**src/rtl/cycle_sequencer_if.sv**
```systemverilog
// cycle_sequencer_if
//
// Purpose: bundles the sequencer's control and phase-window signals so the
// sequencer and the instruction decoder can be connected as one port.
//
// Signals:
//   run        - level from the control side; keep executing instructions
//   done       - OR of all instruction-decoder done terms
//   ck1..ck6   - one-cycle clock-phase window for steps 1..6
//   stb1..stb6 - one-cycle strobe window for steps 1..6
//   cycleStart - marks the first phase of every instruction (same as ck1)
//   overrun    - sticky: an instruction ran past step 6 without done
//   stepReq    - single-instruction request (only with SEQ_SINGLESTEP_EN)
//
// Modports:
//   master - the sequencer side (drives the windows and flags)
//   slave  - the decoder/control side (drives run, done, stepReq)
//
// Configuration macro: SEQ_SINGLESTEP_EN adds the stepReq signal.

interface cycle_sequencer_if;

   logic run;
   logic done;
   logic ck1, ck2, ck3, ck4, ck5, ck6;
   logic stb1, stb2, stb3, stb4, stb5, stb6;
   logic cycleStart;
   logic overrun;
`ifdef SEQ_SINGLESTEP_EN
   logic stepReq;
`endif

`ifdef SEQ_SINGLESTEP_EN
   modport master (
      input  run, done, stepReq,
      output ck1, ck2, ck3, ck4, ck5, ck6,
      output stb1, stb2, stb3, stb4, stb5, stb6,
      output cycleStart, overrun
   );

   modport slave (
      output run, done, stepReq,
      input  ck1, ck2, ck3, ck4, ck5, ck6,
      input  stb1, stb2, stb3, stb4, stb5, stb6,
      input  cycleStart, overrun
   );
`else
   modport master (
      input  run, done,
      output ck1, ck2, ck3, ck4, ck5, ck6,
      output stb1, stb2, stb3, stb4, stb5, stb6,
      output cycleStart, overrun
   );

   modport slave (
      output run, done,
      input  ck1, ck2, ck3, ck4, ck5, ck6,
      input  stb1, stb2, stb3, stb4, stb5, stb6,
      input  cycleStart, overrun
   );
`endif

endinterface

```
**src/rtl/cycle_sequencer.sv**
```systemverilog
// cycle_sequencer
//
// Purpose: steps an instruction through up to six clock-phase/strobe window
// pairs (ck1, stb1, ck2, stb2 ... ck6, stb6). Each window lasts one clock.
// A done seen during a ck window ends the instruction right away (the
// matching strobe is skipped); running off the end of stb6 without done
// raises the sticky overrun flag. The run level is only looked at between
// instructions, so an instruction in flight always completes.
//
// Ports:
//   clk   - system clock, rising edge
//   reset - asynchronous, active-high; returns to IDLE and clears overrun
//   bus   - cycle_sequencer_if.master (run, done, ck1..ck6, stb1..stb6,
//           cycleStart, overrun, and stepReq when enabled)
//
// Configuration macro: SEQ_SINGLESTEP_EN
//   When defined, a rising edge on bus.stepReq while IDLE with run low runs
//   exactly one instruction. The edge detector is registered so a level held
//   high never retriggers, and edges outside IDLE are dropped.

module cycle_sequencer (
   input logic           clk,
   input logic           reset,
   cycle_sequencer_if.master bus
);

   typedef enum logic [1:0] {
      IDLE = 2'd0,
      CK   = 2'd1,
      STB  = 2'd2
   } state_t;

   state_t     r_state;
   state_t     w_nextState;
   logic [2:0] r_step;
   logic [2:0] w_nextStep;
   logic [5:0] r_ck;
   logic [5:0] r_stb;
   logic [5:0] w_nextCk;
   logic [5:0] w_nextStb;
   logic       r_overrun;
   logic       w_setOverrun;
   logic       w_start;

`ifdef SEQ_SINGLESTEP_EN
   logic r_stepReqD;
   logic w_stepRise;

   // Remember last cycle's stepReq so only a 0->1 transition counts as a
   // request. It samples every cycle, so an edge that lands while an
   // instruction is running is consumed and lost rather than queued.
   always_ff @(posedge clk or posedge reset) begin
      if (reset) begin
         r_stepReqD <= 1'b0;
      end else begin
         r_stepReqD <= bus.stepReq;
      end
   end

   // An instruction starts from IDLE on run or on a fresh step request.
   // After that one instruction the boundary decision only looks at run,
   // which is what returns a single step to IDLE.
   always_comb begin
      w_stepRise = bus.stepReq & ~r_stepReqD;
      w_start    = bus.run | w_stepRise;
   end
`else
   // Without single-step support only run can start an instruction.
   always_comb begin
      w_start = bus.run;
   end
`endif

   // Next-state logic. done is only meaningful during a ck window; in STB
   // and IDLE it is deliberately not looked at. run is only consulted at
   // an instruction boundary (done in CK, or the end of stb6).
   always_comb begin
      w_nextState  = r_state;
      w_nextStep   = r_step;
      w_setOverrun = 1'b0;
      case (r_state)
         IDLE: begin
            w_nextStep = 3'd1;
            if (w_start) begin
               w_nextState = CK;
            end
         end
         CK: begin
            if (bus.done) begin
               w_nextStep  = 3'd1;
               w_nextState = bus.run ? CK : IDLE;
            end else begin
               w_nextState = STB;
            end
         end
         STB: begin
            if (r_step >= 3'd6) begin
               w_setOverrun = 1'b1;
               w_nextStep   = 3'd1;
               w_nextState  = bus.run ? CK : IDLE;
            end else begin
               w_nextStep  = r_step + 3'd1;
               w_nextState = CK;
            end
         end
         default: begin
            w_nextState = IDLE;
            w_nextStep  = 3'd1;
         end
      endcase
   end

   // Decode the upcoming state/step into one-hot window vectors so the
   // outputs can be taken straight from flops and never glitch. At most one
   // bit across both vectors is ever set.
   always_comb begin
      w_nextCk  = '0;
      w_nextStb = '0;
      for (int i = 0; i < 6; i++) begin
         if (w_nextStep == 3'(i + 1)) begin
            w_nextCk[i]  = (w_nextState == CK);
            w_nextStb[i] = (w_nextState == STB);
         end
      end
   end

   // State, step and the registered window outputs. Reset is asynchronous,
   // so every window and the overrun flag drop the moment reset rises.
   // overrun only ever gets set here; nothing but reset clears it.
   always_ff @(posedge clk or posedge reset) begin
      if (reset) begin
         r_state   <= IDLE;
         r_step    <= 3'd1;
         r_ck      <= '0;
         r_stb     <= '0;
         r_overrun <= 1'b0;
      end else begin
         r_state   <= w_nextState;
         r_step    <= w_nextStep;
         r_ck      <= w_nextCk;
         r_stb     <= w_nextStb;
         r_overrun <= r_overrun | w_setOverrun;
      end
   end

   // Fan the registered vectors out to the named interface signals.
   // cycleStart is the same flop as ck1.
   assign bus.ck1        = r_ck[0];
   assign bus.ck2        = r_ck[1];
   assign bus.ck3        = r_ck[2];
   assign bus.ck4        = r_ck[3];
   assign bus.ck5        = r_ck[4];
   assign bus.ck6        = r_ck[5];
   assign bus.stb1       = r_stb[0];
   assign bus.stb2       = r_stb[1];
   assign bus.stb3       = r_stb[2];
   assign bus.stb4       = r_stb[3];
   assign bus.stb5       = r_stb[4];
   assign bus.stb6       = r_stb[5];
   assign bus.cycleStart = r_ck[0];
   assign bus.overrun    = r_overrun;

endmodule

```
**src/flat_wrapper.sv**
```systemverilog
// flat-port wrapper written by rule: the top's interface ports become plain ports
module cycle_sequencer_flat 
  (clk, reset, bus_run, bus_done, bus_ck1, bus_ck2, bus_ck3, bus_ck4, bus_ck5, bus_ck6, bus_stb1, bus_stb2, bus_stb3, bus_stb4, bus_stb5, bus_stb6, bus_cycleStart, bus_overrun);
  cycle_sequencer_if bus_i ();
  input logic clk;
  input logic reset;
  input wire logic [$bits(bus_i.run)-1:0] bus_run;
  input wire logic [$bits(bus_i.done)-1:0] bus_done;
  output wire logic [$bits(bus_i.ck1)-1:0] bus_ck1;
  output wire logic [$bits(bus_i.ck2)-1:0] bus_ck2;
  output wire logic [$bits(bus_i.ck3)-1:0] bus_ck3;
  output wire logic [$bits(bus_i.ck4)-1:0] bus_ck4;
  output wire logic [$bits(bus_i.ck5)-1:0] bus_ck5;
  output wire logic [$bits(bus_i.ck6)-1:0] bus_ck6;
  output wire logic [$bits(bus_i.stb1)-1:0] bus_stb1;
  output wire logic [$bits(bus_i.stb2)-1:0] bus_stb2;
  output wire logic [$bits(bus_i.stb3)-1:0] bus_stb3;
  output wire logic [$bits(bus_i.stb4)-1:0] bus_stb4;
  output wire logic [$bits(bus_i.stb5)-1:0] bus_stb5;
  output wire logic [$bits(bus_i.stb6)-1:0] bus_stb6;
  output wire logic [$bits(bus_i.cycleStart)-1:0] bus_cycleStart;
  output wire logic [$bits(bus_i.overrun)-1:0] bus_overrun;
  assign bus_i.run = bus_run;
  assign bus_i.done = bus_done;
  assign bus_ck1 = bus_i.ck1;
  assign bus_ck2 = bus_i.ck2;
  assign bus_ck3 = bus_i.ck3;
  assign bus_ck4 = bus_i.ck4;
  assign bus_ck5 = bus_i.ck5;
  assign bus_ck6 = bus_i.ck6;
  assign bus_stb1 = bus_i.stb1;
  assign bus_stb2 = bus_i.stb2;
  assign bus_stb3 = bus_i.stb3;
  assign bus_stb4 = bus_i.stb4;
  assign bus_stb5 = bus_i.stb5;
  assign bus_stb6 = bus_i.stb6;
  assign bus_cycleStart = bus_i.cycleStart;
  assign bus_overrun = bus_i.overrun;
  cycle_sequencer u_core (.clk(clk), .reset(reset), .bus(bus_i));
endmodule
```
**config.mk**
```make
export PLATFORM = sky130hd
export DESIGN_NAME = cycle_sequencer_flat
export DESIGN_NICKNAME = d
export VERILOG_FILES = /design/src/rtl/cycle_sequencer_if.sv /design/src/rtl/cycle_sequencer.sv /design/src/flat_wrapper.sv
export SDC_FILE = /design/constraint.sdc
export NUM_CORES = 1
export LEC_CHECK = 0
export BUFFER_PORTS_ARGS = -buffer_cell sky130_fd_sc_hd__buf_2
export CORE_UTILIZATION = 42
export DETAILED_ROUTE_END_ITERATION = 8
export PLACE_DENSITY = 0.62
export SYNTH_ARGS = -nofsm -noshare
export SYNTH_HDL_FRONTEND = slang
export SYNTH_SLANG_ARGS = --single-unit
```
**constraint.sdc**
```tcl
create_clock -name clk -period 3 [get_ports clk]
set_input_delay 0 -clock clk [delete_from_list [all_inputs] [get_ports clk]]
set_output_delay 0 -clock clk [all_outputs]
set_load 0.02 [all_outputs]
```
==> results.ini <==
[run_status]
status=completed

[setup_path]
cp_num_buf_inv=1
r2r_cells=6
crit_path_end_kind=flop
start_kind=flop
cp.arrival_ps=2020
crit_required_ps=3190
crit_family=simple AND/OR/NAND/NOR gates
cp_slowest_cell=dfrtp_1
critPathKind=flop to flop
reg2reg_setup_slack_ps=1170
rr_endpoint=u_core.r_stb[4]
crit_chain=inv_1 > ha_1 > nor2b_1 > a32o_2 > or2_4 > nor3_1
r2r-start=u_core.r_state[0]
cp_max_fo=5
critPathMaxStageDelay_ps=400

[floorplan]
die_height_um=48.3
core_um2=1980
ios=18
row_count=16
die_w_um=48.3
start_util_pct=45.5
dieArea_um2=2330

[layout]
fin_util_pct=52.8
nets=107
antenna_cells=0
drive_above_1_share_pct=37.5
area_growth_pct=16.2
final_cell_mix=buf_2 (17), dfrtp_1 (17), inv_1 (7)
fillers=187

[power_and_ir_drop]
power.density_nw_per_um2=853
p_leak_nw=0.539
ir_drop_uv=457

[global_route]
grt_use_met1_pct=17.3
grt_pass1_wl_mm=2.71
antenna_found_initial=0
track_usage_pct=15.1
grt_pass1_vias=607
met3_usage_pct=5.66
met2_usage_pct=27.0
grt_max_degree=19
busiest_layer=met2
grt-ovfl-total=0

[logic_synthesis]
synth_top_area_share_pct=47.2
synthCells=76
synth_fp_nets=86
syn_area_um2=901
avgSynthCellArea_um2=11.9
synth_warnings=0
synth_area_leaders=dfrtp_1 (47%), ha_1 (8.3%), nor3b_2 (5.6%)
post-synth-top-area-cell=dfrtp_1
synth_cell_types=28
ys_seq_elements=18
ys_seq_area_share_pct=50.1

[clock_tree]
cts_resized=0
clock-sinks=18
cts_tree=yes
path_clk_slew_ps=90
htreeDepth=1
clock_latency_ps=290
cts_inserted_buffers=3
clockBufferDepth=2
root_buffer=clkbuf_4

[detailed_routing]
vias_per_cell=5.01
drt_wl_total_mm=1.49
firstDrtPassIters=2
postRouteAntennaNets=0
post-route-drc-count=0
num_vias=616
drt_iter0_drc=1
post_drt_wl_per_cell_um=12.1

[timing]
setup-tns-final_ps=0
finalClockSkew_ps=6.74
fin_crit_sh_pct=60.8
setup_viol=0
slew_headroom_pct=56.5
drv_slew=0
max_clock_freq_mhz=548
tightest_slew_ps=652
rsz0062_at_grt=false
period_needed_ps=1830
final-hold-violation-count=0

[place]
port_buffers=17
gp_congestion=0.786
hpwl_mm=1.14

[worst_hold_path]
holdPathEnd=u_core.r_state[1]
whs_path_depth=3
hp-class=input port to flop
holdCritStartpoint=bus_run

[flow_run]
maxCapViolations=0

Yosys cell counts:
cell,number
ha_1,6
buf_4,1
nand2_4,1
nor2b_1,2
or2_1,1
o221ai_1,1
dfrtp_1,17
o21ai_2,1
o21a_2,1
buf_6,1
nand3_1,1
a21oi_1,2
nand2_1,6
nand2b_2,1
mux2i_1,1
inv_1,7
nor3_2,3
o21ai_0,2
dfstp_2,1
a31o_1,1
a21o_1,2
nor3_1,6
nor3b_2,4
or2_4,1
o21ai_1,2
o32ai_4,1
a32o_2,1
nand3b_1,2
worst max-delay path by stage:
| stage | cells after the start | to | startpoint | slack, ps |
|---|---|---|---|---|
| after global routing | 6 | u_core.r_stb[4] | u_core.r_state[1] | 1030 |
| after floorplan | 6 | u_core.r_ck[4] | u_core.r_step[0] | 1310 |
| final | 6 | u_core.r_stb[4] | u_core.r_state[0] | 1170 |
| after global placement | 6 | u_core.r_ck[0] | u_core.r_state[0] | 1250 |
| after detailed placement | 6 | u_core.r_stb[4] | u_core.r_state[0] | 1210 |
| after CTS | 6 | u_core.r_stb[4] | u_core.r_state[0] | 1170 |
cells by family (layout without fill, tap and decap cells):
group / Yosys count / after routing / synth area share (%)
AO/OA/AOI/OAI: 14 / 14 / 13.2
adder cells (fa/ha/maj): 6 / 6 / 8.33
buffers and inverters: 9 / 29 / 5.00
flip-flops: 18 / 18 / 50.1
multiplexers: 1 / 1 / 1.11
AND/OR/NAND/NOR: 28 / 28 / 22.2
worst min-delay path: cells and delay by family:
kind                   cells  cell delay [ps]
AO/OA/AOI/OAI              1               80
buffers and inverters      1              100
AND/OR/NAND/NOR            1              130
where the power goes:
group | switching (mW) | internal, mW
logic | 0.267 | 0.171
registers | 0.0290 | 0.285
clock network | 0.0676 | 0.0739
total | 0.363 | 0.529
flip-flops by register name (all words and copies together), names as in the netlist:
register and count:
u_core.bus.overrun 1, u_core.r_state 2, u_core.r_step 3, u_core.r_stb 6, u_core.r_ck 6
final cells by class:
type / count / area (µm²) / share of cell area (%)
inverters: 7 / 26.3 / 2.51
repair buffers: 18 / 95.1 / 9.08
well taps: 27 / 33.8 / 3.23
clock buffers: 4 / 36.3 / 3.46
multi-input cells: 49 / 404 / 38.6
flip-flops and latches: 18 / 452 / 43.1
repair_timing:
item,CTS,global route
hold buffers,1,0
setup buffers,0,0
hold endpoints to repair,17,0
through the flow:
| step | instances | hold WS (ps) | cell area [µm²] | power [mW] | setup WS, ps |
|---|---|---|---|---|---|
| 3_3_place_gp | 118 | 129 | 1000 | 0.756 | 1250 |
| 4_1_cts | 123 | 48.3 | 1050 | 0.912 | 1170 |
| 6_report | 123 | 60.4 | 1050 | 0.893 | 1170 |
| 3_5_place_dp | 118 | 126 | 1000 | 0.763 | 1210 |
| 2_1_floorplan | 76 | -62.2 | 901 | 0.675 | 1310 |
| 5_1_grt | 123 | 64.2 | 1050 | 0.978 | 1030 |
metal layers:
layer  wire length, µm  vias to the layer above
met2               770                       14
met4                14                        0
met5                 0                        -
li1                  -                      300
met3                65                        2
met1               637                      300
(Power assumes the default switching activity.)
